### src/rtl/pe_array_gate_sched_if.sv
// Gate descriptor handshake between a gate source and pe_array_gate_sched.
interface pe_array_gate_sched_if #(
  parameter int QW = 4
);
  logic          gate_valid;
  logic          gate_ready;
  logic [QW-1:0] gate_target;
  logic [31:0]   gate_op_in;

  modport master (
    output gate_valid,
    output gate_target,
    output gate_op_in,
    input  gate_ready
  );

  modport slave (
    input  gate_valid,
    input  gate_target,
    input  gate_op_in,
    output gate_ready
  );
endinterface

### src/rtl/pe_array_gate_sched.sv
// Single-qubit gate scheduler: walks every amplitude pair of the state vector
// in beats of N_PES pairs, issues reads, and replays each read beat as a
// write-back exactly MEM_LAT+PE_LAT cycles later. The gate op is held stable
// on pe_gate_op until the next valid descriptor is accepted.
module pe_array_gate_sched #(
  parameter  int N_QUBITS = 10,
  parameter  int N_PES    = 4,
  parameter  int MEM_LAT  = 1,
  parameter  int PE_LAT   = 2,
  localparam int QW       = $clog2(N_QUBITS + 1),
  localparam int PW       = N_QUBITS - 1
) (
  input  logic                    clk,
  input  logic                    rst_n,
  pe_array_gate_sched_if.slave    gate,
  output logic [31:0]             pe_gate_op,
  output logic                    rd_en,
  output logic [PW-1:0]           rd_pair_base,
  output logic [QW-1:0]           rd_target,
  output logic                    wr_en,
  output logic [PW-1:0]           wr_pair_base,
  output logic [QW-1:0]           wr_target,
  output logic                    busy,
  output logic                    done,
  output logic                    err
);

  localparam int NP    = 1 << PW;
  localparam int BEATS = NP / N_PES;
  localparam int D     = MEM_LAT + PE_LAT;
  localparam int PL    = $clog2(N_PES);
  localparam int BW    = (PW > PL) ? PW - PL : 1;

  typedef enum logic [1:0] {
    IDLE,
    ISSUE,
    DRAIN
  } state_t;

  // One delay-line slot mirrors one read beat on its way to write-back.
  typedef struct packed {
    logic          valid;
    logic          last;
    logic [PW-1:0] base;
  } slot_t;

  state_t          state_q, state_d;
  logic [BW-1:0]   beat_q;
  logic [QW-1:0]   tgt_q;
  logic            done_q, err_q;
  slot_t [D-1:0]   dl;
  slot_t           slot_in;

  logic accept, tgt_ok, last_beat, wr_last;

  assign accept    = gate.gate_valid & gate.gate_ready;
  assign tgt_ok    = gate.gate_target < QW'(N_QUBITS);
  assign last_beat = (beat_q == BW'(BEATS - 1));
  assign wr_last   = dl[D-1].last;

  // Next-state and FSM-derived outputs
  always_comb begin
    state_d         = state_q;
    gate.gate_ready = 1'b0;
    rd_en           = 1'b0;
    busy            = 1'b0;
    case (state_q)
      IDLE: begin
        gate.gate_ready = 1'b1;
        if (accept && tgt_ok) state_d = ISSUE;
      end
      ISSUE: begin
        rd_en = 1'b1;
        busy  = 1'b1;
        if (last_beat) state_d = DRAIN;
      end
      DRAIN: begin
        busy = 1'b1;
        if (wr_en && wr_last) state_d = IDLE;
      end
      default: state_d = IDLE;
    endcase
  end

  // State register
  always_ff @(posedge clk or negedge rst_n) begin
    if (!rst_n) state_q <= IDLE;
    else        state_q <= state_d;
  end

  // Beat counter: cleared while idle so every gate starts at pair 0
  always_ff @(posedge clk or negedge rst_n) begin
    if (!rst_n)                          beat_q <= '0;
    else if (state_q == IDLE)            beat_q <= '0;
    else if (state_q == ISSUE && !last_beat) beat_q <= beat_q + BW'(1);
  end

  // Descriptor latch: only a valid target updates the op driven to the array
  always_ff @(posedge clk or negedge rst_n) begin
    if (!rst_n) begin
      tgt_q      <= '0;
      pe_gate_op <= '0;
    end else if (accept && tgt_ok) begin
      tgt_q      <= gate.gate_target;
      pe_gate_op <= gate.gate_op_in;
    end
  end

  // One-cycle status pulses
  always_ff @(posedge clk or negedge rst_n) begin
    if (!rst_n) begin
      err_q  <= 1'b0;
      done_q <= 1'b0;
    end else begin
      err_q  <= accept && !tgt_ok;
      done_q <= (state_q == DRAIN) && wr_en && wr_last;
    end
  end

  assign err  = err_q;
  assign done = done_q;

  assign rd_pair_base  = rd_en ? (PW'(beat_q) << PL) : '0;
  assign rd_target     = rd_en ? tgt_q : '0;

  assign slot_in.valid = rd_en;
  assign slot_in.last  = rd_en && last_beat;
  assign slot_in.base  = rd_pair_base;

  // Write-side delay line; reset drops every in-flight write
  if (D == 1) begin : g_dl_single
    always_ff @(posedge clk or negedge rst_n) begin
      if (!rst_n) dl <= '0;
      else        dl[0] <= slot_in;
    end
  end else begin : g_dl_multi
    always_ff @(posedge clk or negedge rst_n) begin
      if (!rst_n) dl <= '0;
      else        dl <= {dl[D-2:0], slot_in};
    end
  end

  assign wr_en        = dl[D-1].valid;
  assign wr_pair_base = wr_en ? dl[D-1].base : '0;
  assign wr_target    = wr_en ? tgt_q : '0;

endmodule
### src/flat_wrapper.sv
// flat-port wrapper written by rule: the top's interface ports become plain ports
module pe_array_gate_sched_flat 
#(
  parameter  int N_QUBITS = 10,
  parameter  int N_PES    = 4,
  parameter  int MEM_LAT  = 1,
  parameter  int PE_LAT   = 2,
  localparam int QW       = $clog2(N_QUBITS + 1),
  localparam int PW       = N_QUBITS - 1
)
  (clk, rst_n, pe_gate_op, rd_en, rd_pair_base, rd_target, wr_en, wr_pair_base, wr_target, busy, done, err, gate_gate_valid, gate_gate_target, gate_gate_op_in, gate_gate_ready);
  pe_array_gate_sched_if gate_i ();
  input  logic clk;
  input  logic rst_n;
  output logic [31:0] pe_gate_op;
  output logic rd_en;
  output logic [PW-1:0] rd_pair_base;
  output logic [QW-1:0] rd_target;
  output logic wr_en;
  output logic [PW-1:0] wr_pair_base;
  output logic [QW-1:0] wr_target;
  output logic busy;
  output logic done;
  output logic err;
  input wire logic [$bits(gate_i.gate_valid)-1:0] gate_gate_valid;
  input wire logic [$bits(gate_i.gate_target)-1:0] gate_gate_target;
  input wire logic [$bits(gate_i.gate_op_in)-1:0] gate_gate_op_in;
  output wire logic [$bits(gate_i.gate_ready)-1:0] gate_gate_ready;
  assign gate_i.gate_valid = gate_gate_valid;
  assign gate_i.gate_target = gate_gate_target;
  assign gate_i.gate_op_in = gate_gate_op_in;
  assign gate_gate_ready = gate_i.gate_ready;
  pe_array_gate_sched #(.N_QUBITS(N_QUBITS), .N_PES(N_PES), .MEM_LAT(MEM_LAT), .PE_LAT(PE_LAT)) u_core (.clk(clk), .rst_n(rst_n), .gate(gate_i), .pe_gate_op(pe_gate_op), .rd_en(rd_en), .rd_pair_base(rd_pair_base), .rd_target(rd_target), .wr_en(wr_en), .wr_pair_base(wr_pair_base), .wr_target(wr_target), .busy(busy), .done(done), .err(err));
endmodule
### config.mk
export PLATFORM = sky130hd
export DESIGN_NAME = pe_array_gate_sched_flat
export DESIGN_NICKNAME = d
export VERILOG_FILES = /design/src/rtl/pe_array_gate_sched_if.sv /design/src/rtl/pe_array_gate_sched.sv /design/src/flat_wrapper.sv
export SDC_FILE = /design/constraint.sdc
export NUM_CORES = 1
export LEC_CHECK = 0
export CORE_MARGIN = 5
export CORE_UTILIZATION = 40
export CTS_BUF_LIST = sky130_fd_sc_hd__clkbuf_4 sky130_fd_sc_hd__clkbuf_8 sky130_fd_sc_hd__clkbuf_16
export CTS_CLUSTER_DIAMETER = 100
export DETAILED_ROUTE_END_ITERATION = 12
export GPL_TIMING_DRIVEN = 0
export MAX_ROUTING_LAYER = met4
export PLACE_DENSITY_LB_ADDON = 0.1
export SLEW_MARGIN = 20
export SYNTH_ARGS = -nofsm -noshare
export SYNTH_HDL_FRONTEND = slang
export SYNTH_SLANG_ARGS = --single-unit
### constraint.sdc
create_clock -name clk -period 1.59 [get_ports clk]
set_input_delay 0.318 -clock clk [delete_from_list [all_inputs] [get_ports clk]]
set_output_delay 0.318 -clock clk [all_outputs]
set_load 0.005 [all_outputs]
After elaboration in Yosys (flattened, before gate mapping)
Cells that the tools add are included.
{"block": "totals", "reg_bits": 80, "input_bits": 39, "wordCells": 50}
{"block": "op_classes", "n_addsub": 1, "order_cmp": 1, "eq_ne": 6, "n_mux": 13, "n_bitwise": 1, "n_reduce_logical": 13}
{"op": "$mux 9", "n": 2}
{"op": "$mux 7", "n": 2}
{"op": "$mux 4", "n": 2}
{"op": "$add 7x1->7 const B", "n": 1}
{"op": "$eq 7x7->1 const B", "n": 1}
{"op": "$logic_and 1x1->1", "n": 7}
{"op": "$mux 2", "n": 3}
{"op": "$pmux 2 s3", "n": 1}
{"op": "$lt 4x4->1 const B", "n": 1}
{"op": "$ne 2x1->1 const B", "n": 2}
{"op": "$mux 1", "n": 3}
{"op": "$reduce_and 3->1", "n": 1}
{"op": "$eq 2x1->1 const B", "n": 1}
{"op": "$eq 2x2->1 const B", "n": 1}
{"op": "$logic_not 1->1", "n": 2}
{"op": "$logic_not 2->1", "n": 1}
{"op": "$ne 2x2->1 const B", "n": 1}
{"op": "$reduce_bool 2->1", "n": 1}
{"op": "$reduce_or 2->1", "n": 1}
{"op": "$and 1x1->1", "n": 1}

Logic depth before layout (Yosys ltp)
{"block": "depth", "depth_word": 6, "ltp_mapped": 7}

Worst setup path after synthesis
OpenSTA, ideal clock, no wires.
{"block": "synth_path", "path_kind": "flip-flop to flip-flop", "start": "register u_core.state_q[0]", "end": "register u_core.pe_gate_op[11]", "arrival_ns": 1.698, "required_ns": 1.465, "setup_slack_ns": -0.233, "path_stages_with_launch": 8, "path_buffers": 2, "period_less_slack_ns": 1.823, "cell_sequence": "dfrtp_1 -> inv_1 -> ha_1 -> buf_2 -> nand2_1 -> nor2_4 -> buf_4 -> mux2_2"}
{"block": "synth_via", "elab_chain_cells": 4}
{"item": "start: declaration", "line": "pe_array_gate_sched.sv:47", "rtl": "state_t state_q, state_d;"}
{"item": "start signal: assignment", "line": "pe_array_gate_sched.sv:88", "rtl": "else state_q <= state_d;"}
{"item": "$logic_not 2->1", "line": "pe_array_gate_sched.sv:67", "rtl": "case (state_q)"}
{"item": "$mux 1", "line": "pe_array_gate_sched.sv:67"}
{"item": "via gate_gate_ready", "line": "flat_wrapper.sv:28", "rtl": "output wire logic [$bits(gate_i.gate_ready)-1:0] gate_gate_ready;"}
{"item": "$and 1x1->1", "line": "pe_array_gate_sched.sv:56", "rtl": "assign accept = gate.gate_valid & gate.gate_ready;"}
{"item": "$logic_and 1x1->1", "line": "pe_array_gate_sched.sv:103", "rtl": "end else if (accept && tgt_ok) begin"}
{"item": "end signal: assignment", "line": "pe_array_gate_sched.sv:105", "rtl": "pe_gate_op <= gate.gate_op_in;"}
{"item": "end: declaration", "line": "pe_array_gate_sched.sv:16", "rtl": "output logic [31:0] pe_gate_op,"}
The timed path passes the listed nets, and every way through them passes these cells.
A chain may end at the register's enable or synchronous reset.

==> impl_metrics.toml <==
[timing]
tns_ns = -6.44
fin_crit_ns = 1.80
report.final.slew_viol_count = 0
fin_ws_ns = -0.210
fmax_ghz = 0.555
grt_setup_unrepaired = "yes"
finalCritPeriodShare_pct = 113
hold_viol_final = 0
setup_viol = 49
skew_ns = 0.00586

[global_routing]
gr-total-overflow = 0
use_met2_pct = 24.6
grt_pass1_wl_mm = 10.4
met3_usage_pct = 3.43
antenna_found_initial = 0
grt_busiest_layer = "met2"
grt_use_total_pct = 15.8
grt_pass1_vias = 1986
grt.met1_usage_pct = 20.4
grt_max_degree = 53

[logic_synthesis]
synth_edf_count = 0
synthFlopType = "dfrtp_1"
avgSynthCellArea_um2 = 14.5
async_flop_share_pct = 100
ys_warn_count = 0
syn_inst = 196
synth-seq-cells = 74
ys_types = 31
seq_area_frac_synth_pct = 65.0
netlist_area_um2 = 2850

[worst_setup_path]
cp.arrival_ns = 1.48
critPathMostFrequentCell = "buf_6"
r2r_start = "u_core.state_q[1]"
crit_slowest_cell = "dfrtp_1"
crit_type = "reg2out"
path_max_fanout = 4
endpoint_kind = "output pin"
slowest_delay_ns = 0.39
crit_family = "buffers and inverters"
cp_cell_sequence = "inv_2 > ha_4 > buf_8 > buf_6 > and2_4 > buf_6"
required_ns = 1.27
path_buf_inv = 4
start_kind = "register"
startpoint = "u_core.state_q[1]"

[clock_tree]
clockBufferDepth = 2
clk_latency_ns = 0.34
cts.sinks = 74
cts-htree-levels = 3
clockRootBuffer = "clkbuf_8"
cts_tree = "done"
numCtsBuffers = 9
clk_pin_slew_ns = 0.08

[cells_and_area]
insertedDiodeCount = 0
nets = 377
areaGrowthSynthToFinish_pct = 62.5
mostFrequentLayoutCells = "dfrtp_1 (72), clkdlybuf4s50_1 (67), buf_6 (24)"
drive_gt1_share_pct = 43.9
layout_commonest_cell = "dfrtp_1"

[pwr]
power_density_nw_per_um2 = 1720
p_sw_mw = 2.27
leakage_nw = 2.20
seqPwrFrac_pct = 35.1
p_comb_share_pct = 46.5
ir_drop_uv = 957
power_frac_clock_pct = 18.4
p_sw_share_pct = 28.6
power.internal_mw = 5.68

[drt]
drt_iter0_markers = 76
vias_per_cell = 4.55
vias = 1970
wl_per_cell_um = 16.0
drt_drc_violations_left = 0
wirelength_mm = 6.93
dr.pass1.iters = 3
postRouteAntennaNets = 0

[floorplanning]
row_count = 30
io_pins = 103
dieArea_um2 = 8910
die_w_um = 94.4
chipHeight_um = 94.4
placeableCoreArea_um2 = 6870
initial_core_util_pct = 41.5

[placed_design]
gp_congestion = 0.728
dp_slack_ns = -0.726
dpl.hpwl_mm = 4.45
port_buffers = 98

[hold_path]
hold_path.class = "reg2reg"
hold_start = "u_core.dl[4]"

[run]
max-cap-violations = 0

[outcome]
failed_checks = "setup timing"
status = "finished, violations left"
## cell usage after synthesis, types with 2 or more instances
library cell	instances	area share, %
a21oi_1	3	0.53
and3_1	2	0.44
dfrtp_1	74	65
inv_1	3	0.40
ha_1	6	2.6
clkbuf_1	2	0.26
nand2_1	4	0.53
mux2_2	36	14
xnor2_1	3	0.92
buf_4	14	3.7
nor2b_1	2	0.44
and3_2	2	0.53
and2_1	21	4.6
nor2_1	6	0.79
nand4_1	2	0.44
## worst reg2reg max path, cell delays in order (launching register included)
cell and delay (ns):
dfrtp_1 0.39, inv_2 0.07, buf_6 0.12, ha_4 0.15, buf_8 0.13, buf_6 0.12, a221oi_4 0.29, nand2_2 0.11
mux2_4 0.30
## layout make-up
| cell class | count | area (um^2) |
|---|---|---|
| Buffer | 10 | 116 |
| Clock buffer | 9 | 124 |
| Clock inverter | 7 | 78.8 |
| Fill cell | 498 | 2240 |
| Inverter | 3 | 16.3 |
| Multi-Input combinational cell | 104 | 1060 |
| Sequential cell | 74 | 1850 |
| Tap cell | 96 | 120 |
| Timing Repair Buffer | 130 | 1260 |
## state kept, by name (all words and copies together) (netlist names)
register	count
u_core.wr_last	1
u_core.beat_q	7
u_core.dl	25
u_core.done	1
u_core.state_q	2
u_core.tgt_q	4
u_core.wr_en	1
u_core.err	1
u_core.pe_gate_op	32
## power by group through the flow
| stage | sequential [mW] | clock [mW] | combinational (mW) |
|---|---|---|---|
| 2_1_floorplan | 2.81 | 0 | 1.11 |
| 3_3_place_gp | 2.78 | 0 | 2.65 |
| 3_5_place_dp | 2.81 | 0 | 2.70 |
| 4_1_cts | 2.76 | 1.50 | 3.23 |
| 5_1_grt | 2.87 | 1.59 | 3.97 |
| 6_report | 2.79 | 1.46 | 3.70 |
## metal layers
layer / vias to the layer above / share of wire (%)
li1: 914 / -
met1: 969 / 43
met2: 77 / 49
met3: 10 / 6.5
met4: 0 / 1.4
met5: - / 0
## per-stage QoR
| stage | hold WS (ns) | cell area [um^2] | utilization [%] | total power [mW] | cells |
|---|---|---|---|---|---|
| 6_report | 0.348 | 4630 | 67.4 | 7.95 | 433 |
| 5_1_grt | 0.350 | 4630 | 67.4 | 8.44 | 433 |
| 4_1_cts | 0.346 | 4460 | 64.9 | 7.49 | 426 |
| 3_5_place_dp | 0.240 | 4030 | 58.6 | 5.50 | 394 |
| 3_3_place_gp | 0.331 | 4000 | 58.2 | 5.43 | 393 |
| 2_1_floorplan | 0.0224 | 2900 | - | 3.92 | 199 |
## cells by family after synthesis
| logic type | after synthesis | share of synthesized area [%] |
|---|---|---|
| buffers and inverters | 21 | 4.92 |
| and+or+nand+nor | 42 | 8.66 |
| xor gates and xnor gates | 4 | 1.23 |
| adders and majority gates | 6 | 2.64 |
| DFF | 74 | 65.0 |
| AOI/OAI and AO/OA | 10 | 2.42 |
| muxes | 38 | 15.0 |
| other | 1 | 0.132 |
## final timing paths
check	cells past startpoint	endpoint	slack, ns
worst max register to register	8	u_core.state_q[1]	-0.20
worst min register to register	0	u_core.dl[15]	0.35
max in group asynchronous	3	u_core.state_q[0]	0.62
min in group asynchronous	2	u_core.pe_gate_op[22]	0.41
worst min-delay path	0	u_core.dl[15]	0.35
worst max-delay path	6	rd_pair_base[5]	-0.21
## timing repair
action	in CTS	in global routing
gates resized for setup	124	57
buffers inserted	18	10
setup endpoints to repair	64	68
gates cloned	3	1
endpoints found under the hold margin	22	0
hold buffers	1	0
pin swaps	9	10
Power figures use the tool's default switching activity.
